--- config.mk ---
export PLATFORM = sky130hd
export DESIGN_NAME = inta_sequencer
export DESIGN_NICKNAME = d
export VERILOG_FILES = /design/src/rtl/pic_pkg.sv /design/src/rtl/sync_2ff.sv /design/src/rtl/inta_sequencer.sv
export SDC_FILE = /design/constraint.sdc
export NUM_CORES = 1
export LEC_CHECK = 0
export ABC_CLOCK_PERIOD_IN_PS = 1640
export CELL_PAD_IN_SITES_DETAIL_PLACEMENT = 0
export CELL_PAD_IN_SITES_GLOBAL_PLACEMENT = 1
export CORE_MARGIN = 10
export CORE_UTILIZATION = 28
export DETAILED_ROUTE_END_ITERATION = 12
export GPL_TIMING_DRIVEN = 1
export PLACE_DENSITY_LB_ADDON = 0.1
export RECOVER_POWER = 100
export SLEW_MARGIN = 15
export SYNTH_ARGS = -nofsm -noshare
export SYNTH_HDL_FRONTEND = slang
export SYNTH_HIERARCHICAL = 1
export SYNTH_SLANG_ARGS = --single-unit
--- constraint.sdc ---
create_clock -name clk -period 1.64 [get_ports clk]
set_clock_uncertainty 0.2 [all_clocks]
set_input_delay 0.246 -clock clk [delete_from_list [all_inputs] [get_ports clk]]
set_output_delay 0.246 -clock clk [all_outputs]
set_load 0.03 [all_outputs]
--- src/rtl/pic_pkg.sv ---
// Shared definitions for the PIC-side interrupt-acknowledge logic: sequencer states,
// CALL opcode and pulse counts for the two acknowledge modes.
package pic_pkg;

    typedef enum logic [1:0] {
        StIdle  = 2'd0,
        StPulse = 2'd1,
        StGap   = 2'd2,
        StHold  = 2'd3
    } inta_state_e;

    localparam logic [7:0]  CALL_OPCODE     = 8'hCD;
    localparam int unsigned NUM_PULSES_8086 = 2;
    localparam int unsigned NUM_PULSES_8080 = 3;

    function automatic int unsigned max_u(input int unsigned a, input int unsigned b);
        return (a > b) ? a : b;
    endfunction

endpackage

--- src/rtl/sync_2ff.sv ---
// 1-bit two-flop synchronizer for asynchronous PIC-side inputs.
module sync_2ff (
    input  logic clk,
    input  logic reset,
    input  logic d,
    output logic q
);

    logic meta_q;
    logic sync_q;

    always_ff @(posedge clk or posedge reset) begin
        if (reset) begin
            meta_q <= 1'b0;
            sync_q <= 1'b0;
        end else begin
            meta_q <= d;
            sync_q <= meta_q;
        end
    end

    assign q = sync_q;

endmodule

--- src/rtl/inta_sequencer.sv ---
// CPU-side interrupt-acknowledge initiator: issues the INTA pulse train and captures the vector.
// Define INTA_MODE_8080_EN for the 3-pulse 8080 CALL sequence (default: 2-pulse 8086 mode).
module inta_sequencer
    import pic_pkg::*;
#(
    parameter int unsigned INTA_LOW_CYCLES = 2,
    parameter int unsigned INTA_GAP_CYCLES = 2
) (
    input  logic        clk,
    input  logic        reset,
    input  logic        intr,
    input  logic        int_en,
    input  logic [7:0]  data_in,
    output logic        inta_n,
    output logic        busy,
    output logic        vector_valid,
    output logic [7:0]  vector,
    input  logic        vector_ack,
    output logic [15:0] call_addr
);

`ifdef INTA_MODE_8080_EN
    localparam int unsigned NUM_PULSES = NUM_PULSES_8080;
`else
    localparam int unsigned NUM_PULSES = NUM_PULSES_8086;
`endif

    localparam int unsigned WMAX = max_u(INTA_LOW_CYCLES, INTA_GAP_CYCLES);
    localparam int unsigned WW   = (WMAX > 1) ? $clog2(WMAX) : 1;

    localparam logic [WW-1:0] LOW_LAST   = WW'(INTA_LOW_CYCLES - 1);
    localparam logic [WW-1:0] GAP_LAST   = WW'(INTA_GAP_CYCLES - 1);
    localparam logic [1:0]    LAST_PULSE = 2'(NUM_PULSES - 1);

    inta_state_e   state_q, state_d;
    logic [1:0]    pcnt_q, pcnt_d;
    logic [WW-1:0] wcnt_q, wcnt_d;
    logic          inta_n_q, inta_n_d;
    logic          valid_q, valid_d;
    logic [7:0]    vector_q, vector_d;
    logic          intr_s;

`ifdef INTA_MODE_8080_EN
    logic [7:0]    opcode_q, opcode_d;
    logic [7:0]    addr_hi_q, addr_hi_d;
`endif

    sync_2ff u_intr_sync (
        .clk   (clk),
        .reset (reset),
        .d     (intr),
        .q     (intr_s)
    );

    always_ff @(posedge clk or posedge reset) begin
        if (reset) begin
            state_q   <= StIdle;
            pcnt_q    <= 2'd0;
            wcnt_q    <= '0;
            inta_n_q  <= 1'b1;
            valid_q   <= 1'b0;
            vector_q  <= 8'h00;
`ifdef INTA_MODE_8080_EN
            opcode_q  <= 8'h00;
            addr_hi_q <= 8'h00;
`endif
        end else begin
            state_q   <= state_d;
            pcnt_q    <= pcnt_d;
            wcnt_q    <= wcnt_d;
            inta_n_q  <= inta_n_d;
            valid_q   <= valid_d;
            vector_q  <= vector_d;
`ifdef INTA_MODE_8080_EN
            opcode_q  <= opcode_d;
            addr_hi_q <= addr_hi_d;
`endif
        end
    end

    always_comb begin
        state_d   = state_q;
        pcnt_d    = pcnt_q;
        wcnt_d    = wcnt_q;
        inta_n_d  = inta_n_q;
        valid_d   = valid_q;
        vector_d  = vector_q;
`ifdef INTA_MODE_8080_EN
        opcode_d  = opcode_q;
        addr_hi_d = addr_hi_q;
`endif
        unique case (state_q)
            StIdle: begin
                if (intr_s && int_en && !valid_q) begin
                    state_d  = StPulse;
                    pcnt_d   = 2'd0;
                    wcnt_d   = '0;
                    inta_n_d = 1'b0;
                end
            end
            StPulse: begin
                if (wcnt_q == LOW_LAST) begin
                    wcnt_d   = '0;
                    inta_n_d = 1'b1;
                    if (pcnt_q == LAST_PULSE) begin
                        state_d = StHold;
                        valid_d = 1'b1;
`ifdef INTA_MODE_8080_EN
                        addr_hi_d = data_in;
`else
                        vector_d  = data_in;
`endif
                    end else begin
                        state_d = StGap;
`ifdef INTA_MODE_8080_EN
                        // Pulse 1 carries the CALL opcode, pulse 2 the vector byte
                        if (pcnt_q == 2'd0) begin
                            opcode_d = data_in;
                        end else begin
                            vector_d = data_in;
                        end
`endif
                    end
                end else begin
                    wcnt_d = wcnt_q + WW'(1);
                end
            end
            StGap: begin
                if (wcnt_q == GAP_LAST) begin
                    wcnt_d   = '0;
                    pcnt_d   = pcnt_q + 2'd1;
                    state_d  = StPulse;
                    inta_n_d = 1'b0;
                end else begin
                    wcnt_d = wcnt_q + WW'(1);
                end
            end
            StHold: begin
                if (vector_ack) begin
                    valid_d = 1'b0;
                    state_d = StIdle;
                end
            end
            default: state_d = StIdle;
        endcase
    end

    always_comb begin
        inta_n       = inta_n_q;
        busy         = (state_q != StIdle);
        vector_valid = valid_q;
        vector       = vector_q;
`ifdef INTA_MODE_8080_EN
        call_addr    = {addr_hi_q, vector_q};
`else
        call_addr    = 16'h0000;
`endif
    end

endmodule

# Word level (Yosys, flattened, before mapping)
# Index checks and enable logic that the tools add are counted.
# totals
output_inout_bits	27
input_bits	13
ff_bits	17
# classes
n_eq_ne	9
n_reduce_logical	16
addsub	2
muxes	19
# ops
op	count
2-bit 2-to-1 mux	6
4-bit AND reduction	3
2-bit != test, second input constant	5
1-bit 2-to-1 mux	8
2-bit case mux with 4 select lines	1
2-bit nonzero test	4
3-bit AND reduction	2
2-bit by 1-bit == test with 1-bit output, second input constant	2
2-bit == test, second input constant	2
1-bit case mux with 2 select lines	2
2-bit case mux with 2 select lines	1
1-bit case mux with 3 select lines	1
3-bit nonzero test	1
2-bit by 1-bit adder with 2-bit output, second input constant	1
1-bit logical AND	2
2-bit logical NOT	1
2-bit AND reduction	1
2-bit OR reduction	1
1-bit adder, second input constant	1
1-bit logical NOT	1

# Longest topological paths before layout
# Gate-level depths: netlist (run 1).
# depth
depth_word	4
mapped_depth	5
ltp_nobuf	5

# Cells and area by module
# Netlist (run 1), hierarchy kept.
# by_module_without_submodules
mod	area_per_inst_um2	seq_area_each_um2	cells_per_inst	instances
inta_sequencer	915.9	376.6	85	1
sync_2ff	53.8	50.0	3	1

# Least setup slack after synthesis (run 1)
# No wires, ideal clock.
# synth_timing
kind	register to register
startpoint	register state_q[0]
endpoint	register state_q[1]
synth_period_minus_slack_ns	1.796
path_buffers	0
arrival_time_ns	1.471
stages_incl_launch_ff	6
slack_ns	-0.156
setup_ns	0.125
path_cell_list	dfrtp_1 > inv_1 > ha_1 > inv_2 > o221a_4 > mux2_4
# synth_via
elab_chain_len	3
elab_cells_between_ends	10
classes_between	eq/ne (7); mux (1); reduce/logical (2)
# synth_lines
item	line_no	source
from (decl)	inta_sequencer.sv:35	inta_state_e state_q, state_d;
from (signal assigned)	inta_sequencer.sv:57	state_q <= StIdle;
from (signal assigned)	inta_sequencer.sv:68	state_q <= state_d;
2-bit by 1-bit == test with 1-bit output (tied with other cells)	inta_sequencer.sv:92	unique case (state_q)
2-bit != test (no line)	n/a	
4-bit AND reduction (no line)	n/a	
# Several ways; a longest one is shown, not always the timed one.
# A chain may end at the register's enable or synchronous reset.

# Worst setup path in the final report (run 1)
# layout_timing
startpoint	register state_q[0]
endpoint	output busy
# layout_via
elab_chain_len	1
# layout_lines
item	line_no	source
2-bit nonzero test	inta_sequencer.sv:150	busy = (state_q != StIdle);
to (decl)	inta_sequencer.sv:15	output logic busy,
# No other way between the ends.

==> metrics.md, run 1 <==
| Metric | Value |
|---|---|
| Critical path's most frequent cell | `buf_6` |
| Hold Crit Class | `register to register` |
| Post-Route WL | `2.256 mm` |
| Std cell rows | `21` |
| Synthesis-stage register bit count | `17` |
| Leak | `0.6268 nW` |
| Worst hold stages | `0` |
| Worst hold endpoint | `u_intr_sync/q` |
| Synth async-reset ratio | `100.0%` |
| Setup ws final | `-62.88 ps` |
| Top layer in use | `met4` |
| Slowest cell on the critical path | `dfrtp_1` |
| Peak VDD IR | `668.2 uV` |
| Drt first pass iters | `4` |
| Share of cells above drive strength 1 | `32.28%` |
| Fillers | `344` |
| CTS tree | `built` |
| Simple-Gate Fraction of Synth Area | `9.290%` |
| ANT cells | `0` |
| Post-synth cell types | `30` |
| Synth Instances | `88` |
| Clock insertion delay at the later pin of the skew report | `290 ps` |
| CP Class | `register to primary output` |
| Synth Area in Compound Gates | `11.48%` |
| Die Wd | `78.85 um` |
| Worst Reg-to-Reg Cells | `5` |
| Seq. cell area | `427.9 sq um` |
| Final GP Congestion | `0.8010` |
| Metal-1 WL | `1.006 mm` |
| Root buffer cell | `clkbuf_4` |
| Avg Cell Area, Syn | `11.02 sq um` |
| Final Critical Period | `1703 ps` |
| Clk sink count | `17` |
| CP arrival | `1260 ps` |
| DR vias/cell | `4.150` |
| PD cells | `1920 nW/um^2` |
| Syn Std Cell Area | `969.7 sq um` |
| Largest net degree at the start of global routing | `11` |
| Vias | `718` |
| CP Launch Type | `register` |
| Post-synthesis mux area share | `11.87%` |
| Final nets | `147` |
| Run status | `finished, violations left` |
| Port Buffer Count | `23` |
| H-tree depth | `1` |
| WL/cell | `13.04 um` |
| # DRC | `0` |
| Final setup fails | `3` |
| Setup TNS Final | `-104.6 ps` |
| Tcrit/Tclk final | `103.8%` |
| CORE AREA | `3337 sq um` |
| Hold path startpoint | `u_intr_sync/meta_q` |
| I/O pin total | `40` |
| Detailed Place HPWL | `1.831 mm` |
| Critical path, cell by cell | `inv_2 > ha_4 > inv_4 > buf_6 > buf_6` |
| Initial Util | `29.06%` |
| Initial antenna violation count | `0` |
| Worst R2R Start | `state_q[1]` |
| Setup repair after global routing missed its margin | `true` |
| Cts bufs inserted | `3` |
| First-pass GRT wire length | `3.739 mm` |
| Metal2 WL | `1.054 mm` |
| R2R Setup Slk | `-30 ps` |
| Xor/xnor share of the synthesized area | `0%` |
| Post-Synth Adder-Cell Area | `7.742%` |
| Worst-path clk slew | `110 ps` |
| 1st-iter DRT viols | `35` |
| Post-synth EDFFs | `0` |
| Syn-to-layout area delta | `39.23%` |
| WP data required | `1190 ps` |
| Max Clk Rate | `0.5872 GHz` |
| CP max FO | `4` |
| Dpl cells | `165` |
| Global-route usage over all layers | `7.426%` |
| Routed Antenna Nets | `0` |
| Vias in the first global route | `767` |
| DIE AREA | `6217 sq um` |
| Worst stage delay on the critical path | `440 ps` |
| Yosys warning total | `6` |
| Max Cap Viol | `0` |
| Max-slew violations | `0` |
| Tot Pwr | `0.002592 W` |
| Met3 wire len | `182 um` |
| Final hold vios | `0` |
| Multi-input gate area | `476.7 sq um` |
| Leftover overflow at the end of global routing | `0` |
| Fin cells | `173` |
| Largest family of logic cells by synthesized area | `buffers and inverters` |
| Top FF cell, synth | `dfrtp_1` |
| R2r endpoint | `state_q[1]` |
| Die H | `78.85 um` |
| Sequential fraction of the synthesis area | `44.00%` |
| Clock buffer depth | `2` |
| CP Capture Type | `primary output` |
| Failing checks | `negative setup slack` |
[layout by cell type, fill, tap and decap left out, types with 2 or more instances in the layout]
| master | n |
|---|---|
| inv_2 | 2 |
| o21ai_0 | 2 |
| nand2b_1 | 3 |
| ha_1 | 3 |
| a21oi_1 | 2 |
| nand3_1 | 3 |
| dlygate4sd3_1 | 3 |
| inv_1 | 3 |
| ha_2 | 2 |
| dlygate4sd2_1 | 9 |
| clkdlybuf4s50_1 | 10 |
| conb_1 | 16 |
| clkbuf_4 | 3 |
| buf_4 | 10 |
| buf_6 | 2 |
| mux2_2 | 8 |
| dfrtp_1 | 15 |
| nor2_2 | 2 |
| nand2_1 | 4 |
[cells in the mapped netlist (2+ instances only)]
| library cell | number | share of area [%] |
|---|---|---|
| buf_4 | 16 | 12 |
| dfrtp_1 | 16 | 41 |
| mux2_2 | 8 | 9.3 |
| ha_1 | 6 | 7.7 |
| inv_1 | 5 | 1.9 |
| nand2_1 | 4 | 1.5 |
| nand2b_1 | 3 | 1.9 |
| nand3_1 | 3 | 1.5 |
| nor2_1 | 3 | 1.2 |
| o21ai_0 | 3 | 1.5 |
| a21oi_1 | 2 | 1.0 |
[worst max-delay path: cells and delay by family, from the launching register on]
kind,cells,cell delay [ps]
adders and majority gates,1,140
buffers and inverters,4,370
DFF,1,440
[logic make-up after synthesis]
logic type	after synthesis
AOI/OAI and AO/OA	14
adders and majority gates	6
buffers and inverters	23
DFF	17
muxes	10
other	1
and+or+nand+nor	17
[final cells by class]
cell class	count	area share, %
clock buffer	3	1.668
timing repair buffer	37	24.84
sequential	17	31.70
tap	46	4.263
multi-input combinational	63	35.31
inverter	6	1.854
clock inverter	1	0.3707
[report_power, final]
group | leakage (nW) | switching (W) | internal, W
clock | 0.0177 | 0.000143 | 0.0000907
combinational | 0.411 | 0.000824 | 0.000784
sequential | 0.198 | 0.000136 | 0.000614
total | 0.627 | 0.00110 | 0.00149
[state kept, by name (all words and copies together), names as in the netlist]
register / count
u_intr_sync/meta_q: 1
inta_n: 1
pcnt_q: 2
state_q: 2
wcnt_q: 1
vector_valid: 1
u_intr_sync/q: 1
vector: 8
[metrics by stage]
stage | hold WS [ps] | setup WS [ps] | area, sq um | util (%)
detailed placement | 134.7 | -136.4 | 1287 | 38.58
global placement | 133.3 | -119.1 | 1287 | 38.58
CTS | 161.2 | -72.19 | 1339 | 40.12
global route | 173.1 | -115.7 | 1350 | 40.46
floorplan | -212.8 | 5.357 | 1042 | -
finish | 158.6 | -62.88 | 1350 | 40.46
[metal layers]
metal / GRT usage, % / vias to the layer above
met1: 8.841 / 344
li1: - / 347
met5: 0 / -
met2: 11.60 / 25
met3: 3.266 / 2
met4: 2.688 / 0
[how the worst max path moves through the flow]
stage | end | startpoint | slack [ps] | cells after the start
floorplan | state_q[1] | state_q[0] | 5 | 5
global placement | state_q[1] | int_en | -120 | 4
detailed placement | state_q[1] | int_en | -140 | 4
CTS | busy | state_q[0] | -70 | 5
global route | busy | state_q[0] | -120 | 5
finish | busy | state_q[0] | -60 | 5
[repair_timing]
action / CTS / global route
resized for setup: 12 / 6
setup buffers: 2 / 1
hold endpoints to repair: 2 / 0
pin swaps: 3 / 3
setup endpoints to repair: 21 / 14
hold buffers: 1 / 0
Note: power is estimated with default switching activity, not from simulation.
==> run 2: changes to the inputs <==
Settings changed: ABC_CLOCK_PERIOD_IN_PS 1640 to default, CELL_PAD_IN_SITES_DETAIL_PLACEMENT 0 to 1, CTS_CLUSTER_SIZE from default to 28.
==> run 2 against run 1 <==
Against the previous run:
- the run still ends with negative setup slack left
- worst hold slack gained 2.3 ps
- non-clock buffer count is the same
- combinational power is essentially flat
- sequential share of layout area grew 0.059 points
- global-route usage grew 0.70 points
- clock-buffer cell count is the same
- critical endpoint unchanged
- largest power group unchanged
==> metrics.md, run 2 (same netlist as run 1, synthesis figures left out) <==
| Metric | Value |
|---|---|
| Vias | `735` |
| Leftover overflow at the end of global routing | `0` |
| Worst hold stages | `0` |
| Root buffer cell | `clkbuf_4` |
| Final nets | `147` |
| Failing checks | `negative setup slack` |
| Largest net degree at the start of global routing | `11` |
| Syn-to-layout area delta | `38.97%` |
| Most common cell after layout, fill and taps aside | `conb_1` |
| R2R Setup Slk | `-50 ps` |
| Switch share | `42.93%` |
| Initial antenna violation count | `0` |
| CORE AREA | `3337 sq um` |
| Worst path depth | `5` |
| Psw | `0.001117 W` |
| Max Clk Rate | `0.5878 GHz` |
| Critical path's most frequent cell | `buf_6` |
| Final Critical Period | `1701 ps` |
| Worst R2R Start | `state_q[1]` |
| Worst Reg-to-Reg Cells | `5` |
| Leak | `0.6263 nW` |
| Max-slew violations | `0` |
| Port Buffer Count | `23` |
| Commonest non-fill, non-tap cells in the layout | `conb_1, dfrtp_1, clkdlybuf4s50_1` |
| Critical path, cell by cell | `inv_2 > ha_4 > inv_4 > buf_6 > buf_6` |
| WL/cell | `13.80 um` |
| DIE AREA | `6217 sq um` |
| Std cell rows | `21` |
| CP max FO | `4` |
| Hold Crit Class | `register to register` |
| Max Cap Viol | `0` |
| Drt first pass iters | `3` |
| Clk pwr share | `9.0%` |
| CTS tree | `built` |
| CP Capture Type | `primary output` |
| Setup repair after global routing missed its margin | `true` |
| Run status | `finished, violations left` |
| Clock buffer depth | `2` |
| Max FFs per register | `8` |
| CP arrival | `1260 ps` |
| Fillers | `393` |
| Pre-CTS WS | `-136.0 ps` |
| Worst-path clk slew | `110 ps` |
| DR vias/cell | `4.249` |
| Routed Antenna Nets | `0` |
| Clk sink count | `17` |
| Vias in the first global route | `819` |
| R2r endpoint | `state_q[1]` |
| Peak VDD IR | `701.0 uV` |
| Die H | `78.85 um` |
| Internal power | `0.001485 W` |
| Power share of the sequential group | `28.9%` |
| # DRC | `0` |
| Global-route usage over all layers | `8.130%` |
| CP top delay family | `flip-flops` |
| Final setup fails | `11` |
| CP Class | `register to primary output` |
| First-pass GRT wire length | `4.071 mm` |
| Detailed Place HPWL | `1.954 mm` |
| ANT cells | `0` |
| PD cells | `1931 nW/um^2` |
| CP bufs+invs | `4` |
| 1st-iter DRT viols | `29` |
| Worst hold endpoint | `u_intr_sync/q` |
| Cts bufs inserted | `3` |
| Worst stage delay on the critical path | `440 ps` |
| Clock insertion delay at the later pin of the skew report | `290 ps` |
| H-tree depth | `1` |
| Die Wd | `78.85 um` |
| Tot Pwr | `0.002602 W` |
| Setup ws final | `-61.20 ps` |
| CP Launch Type | `register` |
| Post-Route WL | `2.387 mm` |
| Setup TNS Final | `-201.8 ps` |
| I/O pin total | `40` |
| Share of cells above drive strength 1 | `31.50%` |
| Tcrit/Tclk final | `103.7%` |
| Final hold vios | `0` |
| WP data required | `1190 ps` |
| Initial Util | `29.06%` |
| Final GP Congestion | `0.8010` |
| Logic gate share of total power | `62.1%` |
| Slowest cell on the critical path | `dfrtp_1` |
| Hold path startpoint | `u_intr_sync/meta_q` |
==> run 2: changes by cell type in the layout (fill, tap and decap cells not counted) <==
cell,change
buf_4,-1
clkbuf_4,+1
nor2_1,+1
nor2_2,-1
==> run 2: what timing repair did <==
action,CTS,global route
pin swaps,3,1
resized for setup,14,3
setup buffers,3,0
hold endpoints to repair,2,0
hold buffers,1,0
setup endpoints to repair,21,14
==> run 2: worst max path at each step <==
stage,slack (ps),from,to
4_1_cts,-60,state_q[0],busy
2_1_floorplan,5,state_q[0],state_q[1]
3_5_place_dp,-140,int_en,state_q[1]
3_3_place_gp,-120,int_en,state_q[1]
5_1_grt,-140,state_q[0],busy
6_report,-60,state_q[0],busy
==> run 2: layout make-up <==
class / count / area, sq um / share of cell area (%)
multi-input cells: 63 / 474.2 / 35.19
flip-flops and latches: 17 / 427.9 / 31.75
repair buffers: 37 / 335.3 / 24.88
well taps: 46 / 57.56 / 4.271
inverters: 6 / 25.02 / 1.857
clock buffers: 3 / 22.52 / 1.671
clock inverters: 1 / 5.005 / 0.3714
==> run 2: power groups by stage <==
stage               combinational (W)  clock (W)  sequential, W
finish                        0.00162   0.000234       0.000753
global route                  0.00175   0.000270       0.000789
CTS                           0.00162   0.000245       0.000755
detailed placement            0.00160          0       0.000775
global placement              0.00158          0       0.000763
floorplan                    0.000805          0       0.000970
==> run 2: per-stage QoR <==
step | area (sq um) | hold slack, ps | utilization [%] | std cells
2_1_floorplan | 1042 | -212.8 | - | 103
5_1_grt | 1348 | 182.8 | 40.38 | 173
3_3_place_gp | 1287 | 133.3 | 38.58 | 165
3_5_place_dp | 1287 | 139.5 | 38.58 | 165
4_1_cts | 1351 | 166.6 | 40.49 | 173
6_report | 1348 | 160.8 | 40.38 | 173
==> run 2: routing by layer <==
layer | track usage (%) | wire length, um | up-vias
met2 | 13.24 | 1151 | 23
met3 | 3.378 | 201 | 2
li1 | - | - | 348
met1 | 9.652 | 1020 | 362
met4 | 2.151 | 14 | 0
met5 | 0 | 0 | -
==> run 3: changes to the inputs <==
Settings changed: CORE_UTILIZATION 28 to 34.
Clock period 1.64 ns to 2.1 ns, I/O delays scaled along.
==> run 3 against run 2 <==
Against the previous run:
- via count fell by 8.4%
- final cell count shrank 16%
- combinational power is 37% lower
- clock-buffer cell count rose by 1
- core utilization grew 3.6 points
- the flow now finishes without violations
- largest cell class unchanged
==> metrics.md, run 3 (same netlist as run 1, synthesis figures left out) <==
| Metric | Value |
|---|---|
| Fillers | `314` |
| H-tree depth | `1` |
| Max Cap Viol | `0` |
| WL/cell | `15.18 um` |
| CP Capture Type | `primary output` |
| Setup repair after global routing missed its margin | `false` |
| Worst stage delay on the critical path | `670 ps` |
| Initial Util | `35.47%` |
| Critical path, cell by cell | `clkdlybuf4s50_1` |
| # DRC | `0` |
| Tcrit/Tclk final | `96.37%` |
| Slowest cell on the critical path | `clkdlybuf4s50_1` |
| Power share of the sequential group | `33.0%` |
| Share of cells above drive strength 1 | `13.91%` |
| Die H | `73.41 um` |
| DR vias/cell | `4.610` |
| Internal power | `0.0009956 W` |
| CORE AREA | `2734 sq um` |
| Rel. slew slack | `59.66%` |
| Final Critical Period | `2024 ps` |
| Vias | `673` |
| Cts bufs inserted | `3` |
| Port Buffer Count | `23` |
| 1st-iter DRT viols | `27` |
| Final GP Congestion | `0.7120` |
| CTS tree | `built` |
| Routed Antenna Nets | `0` |
| Tot Pwr | `0.001786 W` |
| Final setup fails | `0` |
| Clk pwr share | `10.0%` |
| Logic gate share of total power | `57.0%` |
| I/O pin total | `40` |
| Leftover overflow at the end of global routing | `0` |
| Vias in the first global route | `807` |
| CP arrival | `1510 ps` |
| Max FFs per register | `8` |
| Final nets | `135` |
| First-pass GRT wire length | `3.829 mm` |
| Psw | `0.0007909 W` |
| Die Wd | `73.41 um` |
| Global-route usage over all layers | `8.791%` |
| CP Class | `register to primary output` |
| Clock buffer depth | `2` |
| CP top delay family | `buffers and inverters` |
| Initial antenna violation count | `0` |
| Std cell rows | `19` |
| Syn-to-layout area delta | `23.87%` |
| Drt first pass iters | `4` |
| DIE AREA | `5388 sq um` |
| Largest net degree at the start of global routing | `16` |
| CP max FO | `2` |
| Worst Max-Slew Pin Slew | `604.4 ps` |
| Clock insertion delay at the later pin of the skew report | `290 ps` |
| Max Clk Rate | `0.4941 GHz` |
| Core Util, Final | `43.94%` |
| Final Cell Area | `1201 sq um` |
| CP Launch Type | `register` |
| Worst-path clk slew | `100 ps` |
| CP bufs+invs | `1` |
| Leak | `0.5498 nW` |
| PD cells | `1487 nW/um^2` |
| Placed inst area | `1177 sq um` |
| Commonest non-fill, non-tap cells in the layout | `conb_1, dfrtp_1, clkdlybuf4s50_1` |
| ANT cells | `0` |
| Max-slew violations | `0` |
| Peak VDD IR | `927.0 uV` |
| Clk sink count | `17` |
| Root buffer cell | `clkbuf_4` |
| Detailed Place HPWL | `1.820 mm` |
| WP data required | `1580 ps` |
| Setup TNS Final | `0 ps` |
| Post-Route WL | `2.216 mm` |
| Switch share | `44.27%` |
| Run status | `complete, no violations` |
| Hold Crit Class | `register to register` |
| Final hold vios | `0` |
==> run 3: changes by cell type in the layout (fill, tap and decap cells not counted), sizes merged <==
cell and delta:
dlygate4sd3 +8, dlygate4sd2 -9, buf -12, clkinv -1, clkdlybuf4s50 +2
==> run 3: repair_timing <==
item,in CTS,in global routing
endpoints found under the hold margin,2,0
endpoints found under the setup margin,1,1
gates resized for setup,1,2
hold buffers,1,0
buffers inserted,0,0
==> run 3: cell type report <==
cell class	count	area, sq um	area share, %
tap	31	38.79	3.229
sequential	17	426.7	35.52
clock buffer	4	26.28	2.188
multi-input combinational	63	447.9	37.29
inverter	6	22.52	1.875
timing repair buffer	25	239.0	19.90
==> run 3: per-stage QoR <==
stage                     instances  hold WS [ps]  setup slack [ps]
after global routing            146         177.0             23.42
after detailed placement        141         145.8             83.24
after CTS                       146         169.5             17.95
final                           146         161.5             76.18
after floorplan                 103        -143.8             304.3
after global placement          141         135.4             144.6
==> run 3: final timing paths <==
path / start / end / slack (ps) / depth (start not counted)
max in group asynchronous: reset / vector[4] / 410 / 3
max: inta_n / inta_n / 80 / 1
max reg2reg: state_q[1] / vector[0] / 280 / 4
min reg2reg: u_intr_sync/meta_q / u_intr_sync/q / 160 / 0
min in group asynchronous: reset / u_intr_sync/meta_q / 670 / 3
min: u_intr_sync/meta_q / u_intr_sync/q / 160 / 0
==> run 3: routing by layer <==
metal,track usage [%],vias to the layer above,part of all wire [%]
met1,9.227,327,40
li1,-,321,-
met4,1.242,0,0
met3,6.864,0,15
met2,13.94,25,45
met5,0,-,0
==> run 3: power by group through the flow <==
stage                     registers [W]  logic [W]  clock network [W]
after floorplan                0.000753   0.000594                  0
after global placement         0.000587    0.00110                  0
after detailed placement       0.000601    0.00110                  0
after CTS                      0.000595    0.00110           0.000190
after global routing           0.000616    0.00114           0.000203
final                          0.000590    0.00102           0.000179
